===== src/rtl/vec_pkg.sv =====
// Shared types for the vector load path: element type and load FSM states.
package vec_pkg;

    localparam int FIXPOINT_WIDTH = 16;

    typedef logic [FIXPOINT_WIDTH-1:0] fix_t;

    typedef enum logic [1:0] {
        IDLE,
        FETCH,
        DONE
    } vec_load_state_e;

endpackage


===== src/rtl/vec_load.sv =====
// Strided vector fetch: issues word reads at base + i*stride, packs responses into one vector.
// Optional VEC_LOAD_LEN_EN adds i_len to load only the first min(i_len, VEC_SIZE) elements.
module vec_load
    import vec_pkg::*;
#(
    parameter int VEC_SIZE     = 16,
    parameter int ADDR_WIDTH   = 32,
    parameter int STRIDE_WIDTH = 16
) (
    input  logic                             i_clk,
    input  logic                             i_rst,
    input  logic                             i_start,
    input  logic [ADDR_WIDTH-1:0]            i_base_addr,
    input  logic [STRIDE_WIDTH-1:0]          i_stride,
`ifdef VEC_LOAD_LEN_EN
    input  logic [$clog2(VEC_SIZE):0]        i_len,
`endif
    output logic                             o_busy,
    output logic                             o_mem_req,
    output logic [ADDR_WIDTH-1:0]            o_mem_addr,
    input  logic                             i_mem_gnt,
    input  logic                             i_mem_rvalid,
    input  fix_t                             i_mem_rdata,
    output fix_t [VEC_SIZE-1:0]              o_vec,
    output logic                             o_vec_valid,
    input  logic                             i_vec_ready
);

    localparam int CNT_W = $clog2(VEC_SIZE) + 1;
    localparam logic [CNT_W-1:0] FULL = CNT_W'(VEC_SIZE);

    typedef fix_t [VEC_SIZE-1:0] vec_t;

    vec_load_state_e           state_q, state_d;
    logic [ADDR_WIDTH-1:0]     addr_q, addr_d;
    logic [STRIDE_WIDTH-1:0]   stride_q, stride_d;
    logic [CNT_W-1:0]          issue_cnt_q, issue_cnt_d;
    logic [CNT_W-1:0]          recv_cnt_q, recv_cnt_d;
    logic [CNT_W-1:0]          target_q, target_d;
    vec_t                      vec_q, vec_d;

    logic issue;
    logic recv;

    assign issue = o_mem_req & i_mem_gnt;
    // Responses only count while fetching and before the vector is full.
    assign recv  = (state_q == FETCH) && i_mem_rvalid && (recv_cnt_q < target_q);

    always_ff @(posedge i_clk) begin
        if (i_rst) begin
            state_q <= IDLE;
        end else begin
            state_q <= state_d;
        end
    end

    always_comb begin
        // NOTE: every combinational output gets a default first so no latch is inferred.
        state_d = state_q;
        unique case (state_q)
            IDLE:    if (i_start) state_d = FETCH;
            FETCH:   if (recv_cnt_d == target_q) state_d = DONE;
            DONE:    if (i_vec_ready) state_d = IDLE;
            default: state_d = IDLE;
        endcase
    end

    always_comb begin
        o_busy      = (state_q != IDLE);
        o_mem_req   = (state_q == FETCH) && (issue_cnt_q < target_q);
        o_vec_valid = (state_q == DONE);
    end

    assign o_mem_addr = addr_q;
    assign o_vec      = vec_q;

    always_comb begin
        addr_d      = addr_q;
        stride_d    = stride_q;
        issue_cnt_d = issue_cnt_q;
        recv_cnt_d  = recv_cnt_q;
        target_d    = target_q;
        vec_d       = vec_q;
        if (state_q == IDLE && i_start) begin
            addr_d      = i_base_addr;
            stride_d    = i_stride;
            issue_cnt_d = '0;
            recv_cnt_d  = '0;
`ifdef VEC_LOAD_LEN_EN
            target_d    = (i_len > FULL) ? FULL : i_len;
            vec_d       = '0;
`else
            target_d    = FULL;
`endif
        end else begin
            if (issue) begin
                issue_cnt_d = issue_cnt_q + 1'b1;
                addr_d      = addr_q + ADDR_WIDTH'(stride_q);
            end
            if (recv) begin
                vec_d[recv_cnt_q[CNT_W-2:0]] = i_mem_rdata;
                recv_cnt_d                   = recv_cnt_q + 1'b1;
            end
        end
    end

    always_ff @(posedge i_clk) begin
        // NOTE: the vector storage is reset too, since o_vec must read all-zero after reset.
        if (i_rst) begin
            addr_q      <= '0;
            stride_q    <= '0;
            issue_cnt_q <= '0;
            recv_cnt_q  <= '0;
            target_q    <= '0;
            vec_q       <= '0;
        end else begin
            // NOTE: sequential state uses non-blocking assignments only.
            addr_q      <= addr_d;
            stride_q    <= stride_d;
            issue_cnt_q <= issue_cnt_d;
            recv_cnt_q  <= recv_cnt_d;
            target_q    <= target_d;
            vec_q       <= vec_d;
        end
    end

endmodule


===== config.mk =====
export PLATFORM = sky130hd
export DESIGN_NAME = vec_load
export DESIGN_NICKNAME = d
export VERILOG_FILES = /design/src/rtl/vec_pkg.sv /design/src/rtl/vec_load.sv
export SDC_FILE = /design/constraint.sdc
export NUM_CORES = 1
export LEC_CHECK = 0
export CAP_MARGIN = 20
export CORE_MARGIN = 2
export CORE_UTILIZATION = 50
export DETAILED_ROUTE_END_ITERATION = 12
export DONT_BUFFER_PORTS = 1
export SLEW_MARGIN = 20
export SYNTH_ARGS = -nofsm -noshare
export SYNTH_HDL_FRONTEND = slang
export SYNTH_SLANG_ARGS = --single-unit
export TNS_END_PERCENT = 50

===== constraint.sdc =====
create_clock -name i_clk -period 3.15 [get_ports i_clk]
set_input_delay 0.4725 -clock i_clk [delete_from_list [all_inputs] [get_ports i_clk]]
set_output_delay 0.4725 -clock i_clk [all_outputs]
set_load 0.05 [all_outputs]

==> reports/summary.txt, run 1 <==
CTS H-tree depth -> 2
Post-DR wirelength/cell -> 19.61 um
Final Hold Viols -> 0
Peak supply drop -> 0.4545 mV
RSZ-0062 raised after global routing -> false
I/O Buffers -> 0
Die height -> 161.9 um
Post-CTS setup buffers -> 0
Die extent in x -> 161.9 um
Cell area after layout -> 13670 sq um
Final GP Congestion -> 0.9167
Inserted Clock Buffers -> 35
Number of fillers in the final layout -> 2385
CP startpoint kind -> flip-flop
Critical Path End Type -> flip-flop
Drt pass-1 iters -> 5
I/O pin total -> 361
Max_cap viols -> 0
Status -> finished, final reports clean
Root buffer cell -> clkbuf_16
DRC Markers -> 0
Grt ovf -> 0
Yosys cell types -> 56
Clock skew -> 0.01554 ns
Synth Warn # -> 0
Die Footprint -> 26200 sq um
Worst-Margin Slew -> 0.8115 ns
Crit-path max FO -> 7
Pwr dens -> 630.5 nW/um^2
P_leak -> 4.664 nW
Post-synth top flop -> dfxtp_1
Detail Route Antenna Nets -> 0
Worst Hold Path Cells -> 1
Clock latency at the later pin of the worst-skew pair -> 0.50 ns
Largest net degree at the start of global routing -> 304
Post-synth EDFFs -> 0
# nets final -> 1640
CTS Hold Bufs -> 0
Slew margin rel. -> 45.90%
Fin crit period -> 2.733 ns
Vias in the first global route -> 9621
Synth Cell Area -> 12460 sq um
Worst r2r path cells -> 9
CP Class -> flip-flop to flip-flop
Placed cell area -> 12590 sq um
GRT Total Usage -> 27.12%
Post-Layout Cell Count -> 1895
TNS Setup -> 0 ns
Synth Area per Inst -> 7.744 sq um
Vias -> 10427
Seq cells post-synth -> 317
Arrival @ worst endpoint -> 3.14 ns
Detailed Route Iter0 Violations -> 935
Worst min path class -> input port to flip-flop
First-pass GRT wire length -> 56.41 mm
FP Rows -> 57
Syn-to-layout area delta -> 9.720%
Register clock-pin slew on the reported worst setup and hold paths -> 0.06 ns
Stages on the worst setup path -> 9
Worst EP required -> 3.55 ns
Worst Path Buf+Inv -> 0
WHS -> 0.06205 ns
Net count after synthesis -> 1701
Seq/Total Area, Yosys -> 50.93%
Final setup viols -> 0
DP Wirelength -> 24.14 mm
Achievable Freq -> 365.9 MHz
Clk sinks -> 317
Core area -> 24390 sq um
Cells after Synth -> 1609
Initial Util -> 51.09%
Routed WL -> 37.16 mm
Critical-path cell list -> ha_1 -> fa_1 -> a21oi_2 -> or3b_4 -> a21oi_4 -> o21ai_4 -> a21o_1 -> or4_1 -> a311oi_1
CTS tree -> yes
Slew Viols, Final -> 0
Reg2reg setup slack -> 0.42 ns
Initial antenna violation count -> 1
CP top delay family -> simple AND/OR/NAND/NOR gates
Crit-path slowest cell -> or4_1
Share of cells above drive strength 1 -> 6.624%
Dpl cells -> 1835
Clk buf depth -> 3
Period Utilization, post-route -> 86.77%
Resized cells post-CTS -> 0
Asr flop ratio synth -> 0%
Layout Utilization -> 56.05%
Via density -> 5.502
Crit-path max cell delay -> 0.51 ns
[layer usage]
| metal | vias up | part of all wire [%] | track usage, % |
|---|---|---|---|
| li1 | 5144 | - | - |
| met1 | 4793 | 41 | 35.20 |
| met2 | 410 | 45 | 42.55 |
| met3 | 80 | 11 | 8.887 |
| met4 | 0 | 3.1 | 9.413 |
| met5 | - | 0 | 0 |
[path summary, 6_finish.rpt]
check                                   from                           to
setup / recovery  o_mem_addr[0]$_SDFFE_PP0P_  o_mem_addr[22]$_SDFFE_PP0P_
setup reg to reg  o_mem_addr[0]$_SDFFE_PP0P_  o_mem_addr[22]$_SDFFE_PP0P_
hold reg to reg     stride_q[6]$_SDFFE_PP0P_     stride_q[6]$_SDFFE_PP0P_
hold / removal                         i_rst     stride_q[3]$_SDFFE_PP0P_
[cell usage after synthesis (2+ instances only)]
master	n	area share [%]
nand2_2	2	0.10
a211oi_1	14	0.84
o21ai_0	17	0.68
nand2_1	608	18
and3_1	3	0.15
and4_1	2	0.14
clkbuf_1	116	3.5
nand3_1	13	0.52
a31oi_1	7	0.35
mux2i_1	2	0.16
nor2b_1	2	0.10
a21o_1	4	0.24
ha_1	21	2.1
xnor2_1	15	1.1
o211a_1	4	0.32
a41oi_1	2	0.14
or4_1	2	0.12
a21oi_1	296	12
o211ai_1	3	0.18
and2_1	19	0.95
nand4_1	7	0.35
inv_1	7	0.21
xor2_1	17	1.2
nor3_1	6	0.24
o31ai_1	3	0.18
a311oi_1	8	0.56
nor2_1	48	1.4
dfxtp_1	317	51
buf_2	13	0.52
and3_2	3	0.18
buf_6	3	0.27
[per-stage QoR]
step	total power, W	setup WS [ns]
3_5_place_dp	0.004822	0.4712
2_1_floorplan	0.004774	0.2381
5_1_grt	0.008903	0.2744
4_1_cts	0.008677	0.4294
6_report	0.008620	0.4168
3_3_place_gp	0.004815	0.5262
[state kept, by name (all words and copies together) (netlist names)]
name and cells:
target_q 1, stride_q 16, o_mem_addr 32, state_q 2
recv_cnt_q 5, issue_cnt_q 5, o_vec 256
[logic make-up (layout without fill, tap and decap cells)]
family | after synthesis | in the layout | share of synthesized area [%]
xor+xnor | 32 | 32 | 2.249
buf+inv | 142 | 103 | 4.709
simple gates | 726 | 726 | 23.50
compound gates | 368 | 368 | 16.19
mux | 2 | 2 | 0.1607
flops | 317 | 317 | 50.93
fa+ha+maj | 22 | 22 | 2.269
other cells | 0 | 1 | 0
[where the power goes]
part | total (W) | switching [W] | internal [W]
Clock | 0.00388 | 0.00159 | 0.00229
Combinational | 0.000574 | 0.000383 | 0.000191
Sequential | 0.00416 | 0.0000843 | 0.00408
[final cells by class]
type / instances / area, sq um / share of cell area, %
tap: 324 / 405.4 / 2.965
antenna: 1 / 2.502 / 0.01830
timing repair buffer: 37 / 277.8 / 2.032
clock inverter: 8 / 71.32 / 0.5216
clock buffer: 51 / 1006 / 7.358
multi-input combinational: 1150 / 5537 / 40.50
inverter: 7 / 26.28 / 0.1922
sequential: 317 / 6346 / 46.42
[placed cells by master (no fill, tap or decap), types with 3 or more instances in the layout]
cell and instances:
o21ai_0 17, and2_1 19, nand2_1 607, clkbuf_16 35, nand3_1 13, nand4_1 7, dfxtp_1 317, nor3_1 6
inv_1 7, ha_1 21, o31ai_1 3, buf_4 37, xnor2_1 15, clkbuf_1 9, and3_2 3, a21oi_1 296
o211ai_1 3, and3_1 3, a31oi_1 7, clkinv_2 5, a311oi_1 8, a21o_1 4, clkbuf_8 7, o211a_1 4
nor2_1 48, a211oi_1 14, xor2_1 17, nand2_2 3
(Power assumes the default switching activity.)
==> run 2: changes to the inputs <==
--- a/config.mk
+++ b/config.mk
@@ -10,6 +10,7 @@
 export CORE_UTILIZATION = 50
 export DETAILED_ROUTE_END_ITERATION = 12
 export DONT_BUFFER_PORTS = 1
+export RECOVER_POWER = 100
 export SLEW_MARGIN = 20
 export SYNTH_ARGS = -nofsm -noshare
 export SYNTH_HDL_FRONTEND = slang
==> constraint.sdc (replaced) <==
create_clock -name i_clk -period 2.6 [get_ports i_clk]
set_input_delay 0.39 -clock i_clk [delete_from_list [all_inputs] [get_ports i_clk]]
set_output_delay 0.39 -clock i_clk [all_outputs]
set_load 0.05 [all_outputs]
==> reports/summary.txt, run 2 (same netlist as run 1, synthesis figures left out) <==
Initial Util -> 51.09%
Peak supply drop -> 0.5346 mV
Cell area after layout -> 14630 sq um
Drt pass-1 iters -> 6
Fin crit period -> 2.531 ns
Share of cells above drive strength 1 -> 6.483%
Worst Path Buf+Inv -> 0
Critical Path End Type -> flip-flop
P_leak -> 5.226 nW
Post-CTS setup buffers -> 0
Die height -> 161.9 um
RSZ-0062 raised after global routing -> true
Clk sinks -> 317
Pwr dens -> 734.6 nW/um^2
Vias -> 10911
I/O Buffers -> 0
Clk buf depth -> 3
Placed cell area -> 12690 sq um
Largest net degree at the start of global routing -> 304
Max_cap viols -> 0
Achievable Freq -> 395.1 MHz
CTS tree -> yes
Slew Viols, Final -> 0
Critical-path cell list -> ha_4 -> fa_2 -> a21oi_1 -> or3b_4 -> a21oi_4 -> o21ai_4 -> a21o_1 -> or4_1 -> a311oi_1
Dpl cells -> 1845
Clock skew -> 0.01324 ns
Die Footprint -> 26200 sq um
Core area -> 24390 sq um
Crit-path max cell delay -> 0.50 ns
CP Class -> flip-flop to flip-flop
Crit-path max FO -> 4
Commonest non-fill, non-tap cell in the layout -> nand2_1
Register clock-pin slew on the reported worst setup and hold paths -> 0.06 ns
Vias in the first global route -> 10218
Post-Layout Cell Count -> 1991
Crit-path slowest cell -> or4_1
First-pass GRT wire length -> 59.02 mm
Clock latency at the later pin of the worst-skew pair -> 0.51 ns
Commonest non-fill, non-tap cells in the layout -> 603 x nand2_1, 310 x dfxtp_1, 296 x a21oi_1
Final setup viols -> 0
DP Wirelength -> 24.44 mm
Worst EP required -> 3.01 ns
FP Rows -> 57
Inserted Clock Buffers -> 34
CP top delay family -> simple AND/OR/NAND/NOR gates
Post-DR wirelength/cell -> 19.56 um
Status -> finished, final reports clean
Detailed Route Iter0 Violations -> 816
Grt ovf -> 0
CP startpoint kind -> flip-flop
Worst min path class -> input port to flip-flop
Worst-Margin Slew -> 0.9452 ns
Final Hold Viols -> 0
DRC Markers -> 0
Initial antenna violation count -> 1
CTS H-tree depth -> 2
GRT Total Usage -> 28.43%
Arrival @ worst endpoint -> 2.94 ns
Root buffer cell -> clkbuf_16
Period Utilization, post-route -> 97.35%
Slew margin rel. -> 36.99%
# nets final -> 1733
Die extent in x -> 161.9 um
I/O pin total -> 361
Routed WL -> 38.95 mm
Post-Place Worst Slack -> 0.06274 ns
Number of flip-flops in the largest register -> 256
Fin worst setup slack -> 0.06895 ns
Final GP Congestion -> 0.8995
Detail Route Antenna Nets -> 0
Syn-to-layout area delta -> 17.40%
Via density -> 5.480
run 2: cell count changes in the layout (fill, tap and decap cells not counted), moves of 3 or more:
cell and change:
dfxtp_2 +6, and2_1 -6, nand2_2 +4, and2_4 +3
nand2_1 -4, and2_0 +3, dlygate4sd3_1 +83, dfxtp_1 -7
clkbuf_1 +28, buf_4 -22
run 2: repair_timing:
item	4_1_cts	5_1_grt
gates resized for setup	0	19
endpoints found under the setup margin	0	63
hold buffers	83	1
endpoints found under the hold margin	296	38
run 2: layout make-up:
cell class,count,area [sq um]
antenna,1,2.502
clock buffer,51,1016
clock inverter,10,132.6
fill,2265,9762
inverter,7,26.28
multi-input combinational,1150,5595
sequential,317,6357
tap,324,405.4
timing repair buffer,131,1094
run 2: path summary, 6_finish.rpt:
path                          startpoint                          end  slack [ns]  cells past startpoint
max           o_mem_addr[0]$_SDFFE_PP0P_  o_mem_addr[22]$_SDFFE_PP0P_        0.07                      9
min                       i_mem_rdata[5]      o_vec[181]$_SDFFE_PP0P_        0.02                      2
max reg2reg   o_mem_addr[0]$_SDFFE_PP0P_  o_mem_addr[22]$_SDFFE_PP0P_        0.07                      9
min reg2reg  issue_cnt_q[1]$_SDFFE_PP0P_  issue_cnt_q[1]$_SDFFE_PP0P_        0.48                      2
run 2: where the power goes:
part,internal [W],switching (W)
Clock,0.00301,0.00196
Combinational,0.000243,0.000504
Sequential,0.00494,0.0000903
run 2: through the flow:
stage | total power (W) | util [%] | TNS [ns] | hold slack, ns
after floorplan | 0.005788 | - | 0 | 0.4325
after global placement | 0.005850 | 52.03 | 0 | 0.4439
after detailed placement | 0.005861 | 52.03 | 0 | 0.4470
after CTS | 0.01083 | 60.15 | 0 | -0.05869
after global routing | 0.01109 | 59.98 | -0.07720 | 0.006399
final | 0.01075 | 59.98 | 0 | 0.01701
run 2: per-layer routing:
layer	routed length, um	vias to the layer above	GRT usage [%]	share of wire [%]
li1	-	5337	-	-
met1	15900	5106	35.46	41
met2	18020	395	46.15	46
met3	3821	73	9.423	9.8
met4	1204	0	10.06	3.1
met5	0	-	0	0
